### src/rtl/mult_seq_control.sv
// Sequencing controller for the add-shift multiplier: drives clear/load, add, shift and status.
// Run latency: 1 CLR cycle + WIDTH ADD/SHIFT pairs, Done from cycle 2*WIDTH+2 until Execute drops.
// No backpressure: a run always completes once started; Execute is a level request re-armed by dropping it.
module mult_seq_control #(
    parameter  int WIDTH = 8,
    localparam int CW    = $clog2(WIDTH + 1)
) (
    input  logic          Clk,
    input  logic          Reset_n,
    input  logic          Execute,
    input  logic          ClearA_LoadB,
    input  logic          M,
    input  logic          Signed_Mode,
    output logic          Shift_En,
    output logic          LD,
    output logic          SUB,
    output logic          CLRA,
    output logic          LDB,
    output logic          Busy,
    output logic          Done,
    output logic [CW-1:0] Count
);

    typedef enum logic [2:0] {
        S_IDLE  = 3'd0,
        S_CLR   = 3'd1,
        S_ADD   = 3'd2,
        S_SHIFT = 3'd3,
        S_HOLD  = 3'd4
    } state_e;

    // Count value seen during the final ADD/SHIFT pair; the MSB of a signed
    // multiplier carries negative weight, so its add becomes a subtract.
    localparam logic [CW-1:0] LAST_CNT = CW'(WIDTH - 1);

    state_e         state_q, state_d;
    logic [CW-1:0]  count_q, count_d;

    // Next-state and bit-counter update; unused encodings fall back to IDLE.
    always_comb begin
        state_d = state_q;
        count_d = count_q;
        case (state_q)
            S_IDLE: begin
                if (Execute) begin
                    state_d = S_CLR;
                end
            end
            S_CLR: begin
                count_d = '0;
                state_d = S_ADD;
            end
            S_ADD: begin
                state_d = S_SHIFT;
            end
            S_SHIFT: begin
                count_d = count_q + 1'b1;
                state_d = (count_q == LAST_CNT) ? S_HOLD : S_ADD;
            end
            S_HOLD: begin
                if (!Execute) begin
                    state_d = S_IDLE;
                end
            end
            default: begin
                state_d = S_IDLE;
            end
        endcase
    end

    // State and counter registers; reset abandons any run in progress.
    always_ff @(posedge Clk or negedge Reset_n) begin
        if (!Reset_n) begin
            state_q <= S_IDLE;
            count_q <= '0;
        end else begin
            state_q <= state_d;
            count_q <= count_d;
        end
    end

    // Output decode. LD/SUB follow M in the same ADD cycle and CLRA/LDB follow
    // ClearA_LoadB in IDLE, so these are decoded from state rather than
    // registered. Reset_n gates everything so the datapath sees no strobes while
    // reset is held, even with the switch inputs active.
    always_comb begin
        Shift_En = 1'b0;
        LD       = 1'b0;
        SUB      = 1'b0;
        CLRA     = 1'b0;
        LDB      = 1'b0;
        Busy     = 1'b0;
        Done     = 1'b0;
        if (Reset_n) begin
            case (state_q)
                S_IDLE: begin
                    // Execute wins over the clear/load request.
                    if (!Execute && ClearA_LoadB) begin
                        CLRA = 1'b1;
                        LDB  = 1'b1;
                    end
                end
                S_CLR: begin
                    CLRA = 1'b1;
                    Busy = 1'b1;
                end
                S_ADD: begin
                    Busy = 1'b1;
                    LD   = M;
                    SUB  = Signed_Mode & M & (count_q == LAST_CNT);
                end
                S_SHIFT: begin
                    Shift_En = 1'b1;
                    Busy     = 1'b1;
                end
                S_HOLD: begin
                    Done = 1'b1;
                end
                default: begin
                end
            endcase
        end
    end

    assign Count = count_q;

endmodule

### config.mk
export PLATFORM = sky130hd
export DESIGN_NAME = mult_seq_control
export DESIGN_NICKNAME = d
export VERILOG_FILES = /design/src/rtl/mult_seq_control.sv
export SDC_FILE = /design/constraint.sdc
export NUM_CORES = 1
export LEC_CHECK = 0
export BUFFER_PORTS_ARGS = -buffer_cell sky130_fd_sc_hd__buf_2
export CAP_MARGIN = 20
export CORE_AREA = 10 10 47 49
export CTS_CLUSTER_DIAMETER = 120
export DETAILED_ROUTE_END_ITERATION = 6
export DIE_AREA = 0 0 57 59
export GPL_TIMING_DRIVEN = 0
export SYNTH_ARGS = -nofsm -noshare
export SYNTH_HDL_FRONTEND = slang
export SYNTH_SLANG_ARGS = --single-unit
### constraint.sdc
create_clock -name Clk -period 1.3 [get_ports Clk]
set_input_delay 0.13 -clock Clk [delete_from_list [all_inputs] [get_ports Clk]]
set_output_delay 0.13 -clock Clk [all_outputs]
set_load 0.02 [all_outputs]
==> run summary, run 1 <==
The path class of the tightest hold or removal check is input pin to flop. The initial antenna violation count was 0. Entering global routing, the biggest net connects 9 pins. Among all stages on the critical path, the largest delay is contributed by sky130_fd_sc_hd__dfrtp_1. The die is 57 µm wide.

The tightest slew margin relative to the limit was 76.8%. The wire length of the first global-routing pass was 2130 µm; the critical-path maximum fanout was 3. The final reports fail on negative setup slack.

In the routed design, unresolved DRC markers number 0. The detailed-route wire length per cell was 14.3 µm; the final-report hold violation count was 0. Prior to clock tree synthesis, the placed netlist has a worst setup slack of -0.0588 ns.

The global placer's final weighted congestion is 0.655, and the area growth from synthesis to layout is 100%. Summed over all layers, the routed wires come to 1360 µm. The HPWL after detailed placement is 800 µm. The setup TNS after final layout is -0.529 ns.

The flow ran to the end, but the final reports show violations. Fraction of final layout cells sized beyond drive strength 1: 62.0%. Setup repair after global routing could not meet its margin everywhere.

The logs give 0.148 ns for the worst hold margin and 0 for the number of nets with antenna violations after detailed routing. At the worst endpoint, the arrival time is 1.33 ns. The analysis attributes to cell leakage a power of 0.367 nW.

Summed over all layers, the global routing overflow is 0. The worst-case clock skew is 0.00536 ns. The shortest clock period the worst path allows after layout was 1.46 ns. The final critical path takes up 113% of the cycle.

The combined buffer and inverter count along the critical path is 1. Setup violations remaining at the end of the flow were counted as 6. The number of antenna diodes came out at 0. The data required time of the worst path is 1.17 ns. The run gives 0 as the number of DRC violations after detailed-routing iteration 0.

Summing over every cut layer, the via total after detailed routing is 458. Global routing used 7.80% of the available tracks. Clock input transition at the sequential cells of the worst setup and hold paths: 0.05 ns.

The peak supply drop is 1.24 mV, and the routed via count divided by cell count is 4.82. At the pin with the least slew margin, the transition time is 0.347 ns. In this run the power density over the cells is 1930 nW/µm².

The critical path goes through ha_2, and3b_2, and3_4, buf_6. Clock tree synthesis selected as its root buffer the cell sky130_fd_sc_hd__clkbuf_4. The logs give 1 for the count of H-tree levels built during CTS and 17 for the number of top-level pins.

The run gives 392 µm² as the area of the mapped netlist. The total of buffers placed on input and output ports was 16; the delay of the slowest critical-path stage was 0.39 ns. The area of the core region was 1400 µm²; the number of global-route vias before repair was 493. In this run the deepest clock path goes through 2 buffers. TritonCTS built the clock tree. STA classifies the critical path startpoint as a flop.

Critical path class: flop to output port. The die span in y is 59 µm. The number of synthesized register bits is 7, and the number of nets in the layout is 87. The run gives -0.163 ns as the post-layout worst setup margin. The tools report the number of buffers created by CTS as 3. The post-synthesis instance total was 46.

The effective utilization at floorplan is 27.9%, and the total number of placement rows is 14. The cell class contributing the biggest share of worst-path delay was flip-flops. The tools report the capturing element type of the critical path as an output port. The completed layout was analyzed and its total power is 0.00151 W. The final number of max-transition violations was 0. The number of max-capacitance violations reported is 0, and the count of different cell masters after synthesis is 20.

The total number of clock tree sinks is 7, and the insertion delay of the later-clocked pin in the worst-skew pair is 0.25 ns. Iteration count of the initial detailed-routing pass: 1. The run gives 53 as the total nets after synthesis. Based on the critical path, the design can be clocked at up to 683 MHz. The die covers 3360 µm². For the count of warnings emitted by yosys, the log shows 0. A synthesized cell averages 8.51 µm². Sequential cells were found to cover 44.7% of the synthesized design area.
[power breakdown]
group | switching, W | internal (W) | leakage (nW) | total, W
combinational | 0.000422 | 0.000467 | 0.275 | 0.000889
clock | 0.0000767 | 0.000117 | 0.0150 | 0.000194
sequential | 0.000124 | 0.000304 | 0.0762 | 0.000428
total | 0.000623 | 0.000887 | 0.367 | 0.00151
[cells by family (layout without fill, tap and decap cells)]
| logic type | Yosys count | in the layout | share of synthesized area [%] |
|---|---|---|---|
| fa+ha+maj | 1 | 1 | 3.19 |
| buf+inv | 2 | 35 | 1.92 |
| simple gates | 31 | 31 | 42.5 |
| flops | 7 | 7 | 44.7 |
| compound gates | 5 | 5 | 7.67 |
[path summary, 6_finish.rpt]
path | start | end | slack [ns] | cells after the start
worst max register to register | state_q[0] | Count[3] | -0.05 | 4
worst max-delay path | Count[0] | SUB | -0.16 | 4
worst min-delay path | Execute | state_q[0] | 0.15 | 3
worst min register to register | Count[3] | Count[3] | 0.56 | 2
max in group asynchronous | Reset_n | state_q[0] | 0.63 | 2
min in group asynchronous | Reset_n | Count[0] | 0.40 | 2
[metal layers]
layer	wire, µm	global-route usage, %	share of wire, %
met2	645	12.4	47
met4	8	5.03	0.59
met5	0	0	0
met1	570	8.02	42
met3	134	3.86	9.9
[worst register-to-register path: stages (launching register included)]
cell                       delay, ns
sky130_fd_sc_hd__dfrtp_2        0.52
sky130_fd_sc_hd__buf_6          0.15
sky130_fd_sc_hd__nand2b_4       0.07
sky130_fd_sc_hd__or4b_1         0.46
sky130_fd_sc_hd__nand3_1        0.08
[cell type report]
| cell class | count | area, µm² |
|---|---|---|
| Clock buffer | 4 | 26.3 |
| Multi-Input combinational cell | 37 | 314 |
| Buffer | 1 | 15.0 |
| Tap cell | 16 | 20.0 |
| Sequential cell | 7 | 178 |
| Fill cell | 146 | 617 |
| Timing Repair Buffer | 29 | 228 |
| Inverter | 1 | 3.75 |
[metrics by stage]
stage               std cells  cell area (µm²)  util (%)
floorplan                  46              397         -
global placement           78              497      35.4
detailed placement         78              497      35.4
CTS                        92              697      49.7
global route               95              785      56.0
finish                     95              785      56.0
[cells in the mapped netlist]
master                     instances  area share [%]
sky130_fd_sc_hd__o21ai_0           2             2.6
sky130_fd_sc_hd__and3_1            3             4.8
sky130_fd_sc_hd__dfrtp_1           7              45
sky130_fd_sc_hd__and3b_1           1             2.2
sky130_fd_sc_hd__o22ai_1           1             1.6
sky130_fd_sc_hd__nand3_1           5             6.4
sky130_fd_sc_hd__nor2b_1           1             1.6
sky130_fd_sc_hd__a22o_1            1             2.2
sky130_fd_sc_hd__nor3b_1           1             1.9
sky130_fd_sc_hd__nor4_1            1             1.6
sky130_fd_sc_hd__clkbuf_1          1            0.96
sky130_fd_sc_hd__nor2_1            3             2.9
sky130_fd_sc_hd__nand2_1           8             7.7
sky130_fd_sc_hd__inv_1             1            0.96
sky130_fd_sc_hd__a21oi_1           1             1.3
sky130_fd_sc_hd__nand2b_1          3             4.8
sky130_fd_sc_hd__nand2b_2          1             2.2
sky130_fd_sc_hd__nor3_1            3             3.8
sky130_fd_sc_hd__or4b_1            1             2.6
sky130_fd_sc_hd__ha_1              1             3.2
[sequential cells by signal, summed over array words and instances, names as in the netlist]
name and cells:
state_q 3, Count 4
[layout by cell type (no fill, tap or decap), types with 2 or more instances in the layout]
cell type / count
sky130_fd_sc_hd__and3_4: 3
sky130_fd_sc_hd__buf_2: 9
sky130_fd_sc_hd__buf_4: 11
sky130_fd_sc_hd__buf_6: 8
sky130_fd_sc_hd__clkbuf_4: 3
sky130_fd_sc_hd__dfrtp_1: 5
sky130_fd_sc_hd__dfrtp_2: 2
sky130_fd_sc_hd__nand2_1: 8
sky130_fd_sc_hd__nand2b_1: 2
sky130_fd_sc_hd__nand2b_4: 2
sky130_fd_sc_hd__nand3_1: 4
sky130_fd_sc_hd__nor2_1: 2
sky130_fd_sc_hd__nor3_4: 2
sky130_fd_sc_hd__o21ai_0: 2
[what timing repair did]
item | 4_1_cts | 5_1_grt
setup endpoints to repair | 8 | 8
hold buffers | 1 | 0
pin swaps | 5 | 7
setup buffers | 9 | 3
endpoints found under the hold margin | 7 | 0
resized for setup | 27 | 14
Power figures use the tool's default switching activity.
==> inputs of run 2 (changes only) <==
- MAX_ROUTING_LAYER: default -> met4
==> run summary, run 2 (synthesis gave the netlist of run 1 again) <==
The run gives 17 as the number of top-level pins. The flow ran to the end, but the final reports show violations. Of the cells placed in the final design, the portion with a size suffix greater than 1 is 62.0%. The worst-case IR drop observed on VDD is 1.24 mV.

The die is 57 µm wide. Setup repair after global routing could not meet its margin everywhere. The number of placed instances, taps included, is 78. Clock root buffer: sky130_fd_sc_hd__clkbuf_4. For the number of antenna diodes, the log shows 0.

The core region is 1400 µm². The iteration count of the initial detailed-routing pass was 1. Global routing finished with a remaining overflow of 0. For the number of max-capacitance violations reported, the log shows 0. The count of H-tree levels built during CTS came out at 1. The min-delay analysis places its worst path in the category input pin to flop.

The setup path with the least slack is of type flop to output port. The tools report the number of global-route vias before repair as 493. For the total wire length after detailed routing, the log shows 1360 µm.

The timing-limited maximum frequency came out at 683 MHz. The die is 59 µm tall. The first global-routing pass estimated 2130 µm of wire. Data on the critical path is required at its endpoint by 1.17 ns. Dividing total power by cell area gives a power density of 1930 nW/µm². After the flow finishes, the layout carries non-filler instances totaling 95. Counting every sink on the clock net gives 7.

Wire length on met1: 602 µm. Routed signal wires occupy layers up through met4. The run gives 9 as the maximum number of pins on one net before global-route repair. In the routed design, unresolved DRC markers number 0. For the number of buffers created by CTS, the log shows 3.

TritonCTS built the clock tree. The final number of max-transition violations was 0. The via count of the routed design came out at 458. The detailed-placement wirelength estimate is 800 µm. The tools report the initial antenna violation count as 0. The initial utilization of the core area, before any placement, comes to 27.9%. The worst hold path was traced through 3 stages. Across the routed clock network, the largest skew measured is 0.00536 ns.

Number of nets in the layout: 87. Type of origin of the critical path: a flop. The total number of placement rows is 14, and the post-layout worst setup margin is -0.164 ns. In the layout the commonest cells are sky130_fd_sc_hd__buf_4, sky130_fd_sc_hd__buf_2, sky130_fd_sc_hd__nand2_1, sky130_fd_sc_hd__buf_6, sky130_fd_sc_hd__dfrtp_1. For the final-report hold violation count, the log shows 0. Area growth from synthesis to layout: 100%. For the routed length on met2, the log shows 643 µm. After detailed routing, the average wire length per cell comes to 14.3 µm.

The clock passes through at most 2 buffers. For the worst flop-to-flop path, the logic depth is 4. The arrival time reported for the critical path endpoint was 1.33 ns. The number of nets with antenna violations after detailed routing was 0; the total of buffers placed on input and output ports was 16. Final critical-path share of the clock period: 113%. For this design the static power due to leakage is 0.367 nW. The clock input transition at the sequential cells of the worst setup and hold paths is 0.05 ns. The checks that failed: negative setup slack. The final setup violation count was 6; the insertion delay of the later-clocked pin in the worst-skew pair was 0.25 ns. STA classifies the critical path endpoint as an output port. The register with the most flip-flops in the layout has 4 of them. The met3 wire length came out at 103 µm. In this run the tightest slew margin relative to its limit is 76.8%. The critical-path maximum fanout is 3. The tools report the global-route total usage across every layer as 8.02%. The design draws 0.00151 W. The most common cell after layout, fill and taps aside was sky130_fd_sc_hd__buf_4. After detailed routing, the number of vias per cell comes to 4.82. The actual transition at the worst max-transition pin was 0.347 ns. Counting I/O delays and the setup requirement, the final critical path takes 1.46 ns.

In this run, the number of DRC markers left after iteration 0 of detailed routing was 0. The die covers 3360 µm². Routability-driven placement finished with a final weighted congestion of 0.661.

The final core area utilization came out at 56.0%.
==> run 2: cell counts in the layout (fill, tap and decap cells not counted) <==
No cell type changed its count.
==> run 2: final cells by class <==
cell class	instances	area (µm²)
buffer	1	15.0
clock buffer	4	26.3
fill	146	617
inverter	1	3.75
multi-input combinational	37	314
sequential	7	178
tap	16	20.0
timing repair buffer	29	228
==> run 2: repair_timing <==
item                                   4_1_cts  5_1_grt
hold buffers                                 1        0
pin swaps                                    5        7
endpoints found under the hold margin        7        0
setup buffers                                9        3
resized for setup                           27       14
setup endpoints to repair                    8        8
==> run 2: critical path, cell delays in order (launching register included) <==
cell and delay (ns):
sky130_fd_sc_hd__dfrtp_1 0.39, sky130_fd_sc_hd__ha_2 0.19, sky130_fd_sc_hd__and3b_2 0.23, sky130_fd_sc_hd__and3_4 0.15, sky130_fd_sc_hd__buf_6 0.12
==> run 2: report_power, final <==
group | leakage (nW) | switching, W | total (W) | internal [W]
clock | 0.0150 | 0.0000767 | 0.000194 | 0.000117
combinational | 0.275 | 0.000422 | 0.000889 | 0.000467
sequential | 0.0762 | 0.000124 | 0.000428 | 0.000304
total | 0.367 | 0.000623 | 0.00151 | 0.000887
==> run 2: worst paths after layout <==
kind	from	to	slack [ns]
max	Count[0]	SUB	-0.16
min	Execute	state_q[0]	0.15
max reg2reg	state_q[0]	Count[3]	-0.05
min reg2reg	Count[3]	Count[3]	0.56
max in group asynchronous	Reset_n	state_q[0]	0.63
min in group asynchronous	Reset_n	Count[0]	0.40
==> run 2: stage by stage <==
step                setup slack (ns)  hold WS, ns  instance area [µm²]  setup TNS [ns]
finish                        -0.164        0.148                  785          -0.529
global route                  -0.203        0.166                  785          -0.938
CTS                           -0.139        0.137                  697          -0.355
detailed placement           -0.0588      -0.0106                  497         -0.0864
global placement             -0.0590     -0.00733                  497         -0.0779
floorplan                     -0.141       -0.166                  397          -0.280
==> run 2: metal layers <==
| metal | track usage [%] | vias up |
|---|---|---|
| li1 | - | 232 |
| met1 | 8.50 | 209 |
| met2 | 12.4 | 15 |
| met3 | 3.00 | 2 |
| met4 | 5.03 | 0 |
| met5 | - | - |
==> inputs of run 3 (changes only) <==
- TNS_END_PERCENT: default -> 1
==> run summary, run 3 (synthesis gave the netlist of run 1 again) <==
In the final layout, the multi-input gates occupy 262 µm². STA classifies the critical path endpoint as an output port. Initial antenna violation count: 0. In this run the tool buffered the top-level ports with 16 buffer cells. The tools report the clock root buffer as sky130_fd_sc_hd__clkbuf_4.

The number of global-route vias before repair was 446; the total power divided by cell area was 1950 nW/µm². For the tightest slew margin relative to the limit, the log shows 77.9%. For the slack of the worst reg-to-reg path, the log shows 0.06 ns. For the effective utilization at floorplan, the log shows 27.9%. After detailed routing, the total wire length is 1160 µm. Power comes to 0.00124 W. STA puts the critical path data required time at 1.17 ns. Number of buffers created by CTS: 3. The most common cell after layout, fill and taps aside was sky130_fd_sc_hd__buf_2. Summed over all cells, the static leakage comes to 0.299 nW. The worst hold path stage count is 3, and the shortest clock period the worst path allows after layout is 1.46 ns. TritonCTS built the clock tree. The run gives 157 as the count of filler cells inserted in the layout. The run finished, with violations left. At the end of routability-driven placement, the weighted congestion stood at 0.661. The setup TNS after final layout is -0.405 ns. Of all nets on the critical path, the largest fanout is 3.

For the number of top-level pins, the log shows 17. The die is 57 µm wide. Leaving out fill and tap cells, the most frequent cells in the layout are sky130_fd_sc_hd__buf_2, sky130_fd_sc_hd__nand2_1, sky130_fd_sc_hd__buf_4, sky130_fd_sc_hd__dfrtp_1, sky130_fd_sc_hd__nand3_1. The path with the worst hold slack has its endpoint at state_q[0]. The clock input transition at the sequential cells of the worst setup and hold paths was 0.05 ns; the number of antenna diodes was 0.

The logs give 0 for the final-report hold violation count and -0.161 ns for the post-layout worst setup margin. Setup repair after global routing could not meet its margin everywhere. Area of the core region: 1400 µm². The startpoint of the tightest hold check path is Execute.

The timing-limited maximum frequency is 684 MHz, and the number of nets with antenna violations after detailed routing is 0. On the final layout, the worst clock skew is 0.00328 ns. The first routing iteration left 2 violations. The peak supply drop is 0.732 mV, and the via count of the routed design is 422.

The post-route netlist has 51.4% of its cells at a drive strength greater than 1. The tools report the final setup violation count as 6. In this run the vertical extent of the chip is 59 µm. For this run, the total global-route usage over all layers was measured as 7.36%. Before antenna repair, the detailed router went through 4 iterations. The final reports fail on negative setup slack. Count of H-tree levels built during CTS: 1. For the worst-skew pair, the clock arrives at the later sink with an insertion delay of 0.25 ns. Critical register-to-register path endpoint: Count[3]. The DRC violation count after routing is 0, and the detailed-route wire length per cell is 13.5 µm. The tightest min-delay check is of the input pin to flop type. The final critical-path share of the clock period is 112%, and the maximum number of pins on one net before global-route repair is 11. Counting cells, the worst reg-to-reg path comes to 4. Max-cap violations in this run came to 0. The number of flip-flops under the largest register name is 4, and the actual transition at the worst max-transition pin is 0.331 ns. In the routed layout, each cell is associated on average with a via count of 4.91.

Row generation in the floorplan step produced 14 rows. The first global-routing pass estimated 1940 µm of wire. The tools report the startpoint of the worst-slack reg-to-reg timing path as Count[0]. For the sequential cell area in the final layout, the log shows 178 µm². The tree built by TritonCTS fans out to 7 sinks.

Detailed-placement wirelength estimate: 800 µm. STA classifies the critical path startpoint as a flop. For the final number of max-transition violations, the log shows 0.

By startpoint and endpoint, the worst setup path is classified as flop to output port. At the end of the flow, the number of nets in the layout was 78. The final global-route overflow total is 0.

The arrival time reported for the critical path endpoint was 1.33 ns. The overall die area was 3360 µm²; the area growth from synthesis to layout was 62.6%. Deepest clock path buffer count: 2.
run 3: cell types whose count changed in the layout (fill, tap and decap cells not counted), sizes merged:
cell / change
buf: -9
run 3: area by class of cell:
| type | instances | share of cell area (%) |
|---|---|---|
| multi-input combinational | 37 | 41.1 |
| sequential | 7 | 27.9 |
| timing repair buffer | 20 | 20.8 |
| clock buffer | 4 | 4.13 |
| tap | 16 | 3.14 |
| buffer | 1 | 2.36 |
| inverter | 1 | 0.589 |
run 3: stage by stage:
stage          setup WS (ns)  util, %  instance area [µm²]  hold WS (ns)  instances
4_1_cts               -0.139     44.4                  622         0.138         86
2_1_floorplan         -0.141        -                  397        -0.166         46
3_3_place_gp         -0.0590     35.4                  497      -0.00733         78
3_5_place_dp         -0.0588     35.4                  497       -0.0106         78
6_report              -0.161     45.4                  637         0.143         86
5_1_grt               -0.200     45.4                  637         0.169         86
run 3: routing by layer:
layer	GRT usage, %	wire length (µm)	share of wire [%]	vias up
met5	-	0	0	-
met2	10.4	495	43	17
met3	3.00	88	7.6	2
li1	-	-	-	214
met1	8.27	566	49	189
met4	5.03	10	0.86	0
run 3: critical path, cell delays in order (launching register included):
cell and delay, ns:
sky130_fd_sc_hd__dfrtp_1 0.39, sky130_fd_sc_hd__ha_2 0.19, sky130_fd_sc_hd__and3b_2 0.23, sky130_fd_sc_hd__and3_4 0.15
sky130_fd_sc_hd__buf_6 0.12
run 3: repair_timing:
item	in CTS	in global routing
buffers inserted	3	0
endpoints found under the setup margin	8	8
gates resized for setup	19	5
hold endpoints to repair	7	0
hold buffers	1	0
pin swaps	3	5
run 3: worst max-delay path by stage:
stage | startpoint | to | slack (ns) | cells past startpoint
detailed placement | state_q[2] | Count[3] | -0.06 | 3
global placement | state_q[2] | Count[3] | -0.06 | 3
floorplan | state_q[2] | LDB | -0.14 | 2
global route | Count[0] | SUB | -0.20 | 4
finish | Count[0] | SUB | -0.16 | 4
CTS | Count[1] | SUB | -0.14 | 4
run 3: where the power goes:
group	switching, W	internal [W]	total [W]
Sequential	0.000113	0.000304	0.000417
Combinational	0.000341	0.000290	0.000631
Clock	0.0000796	0.000117	0.000197
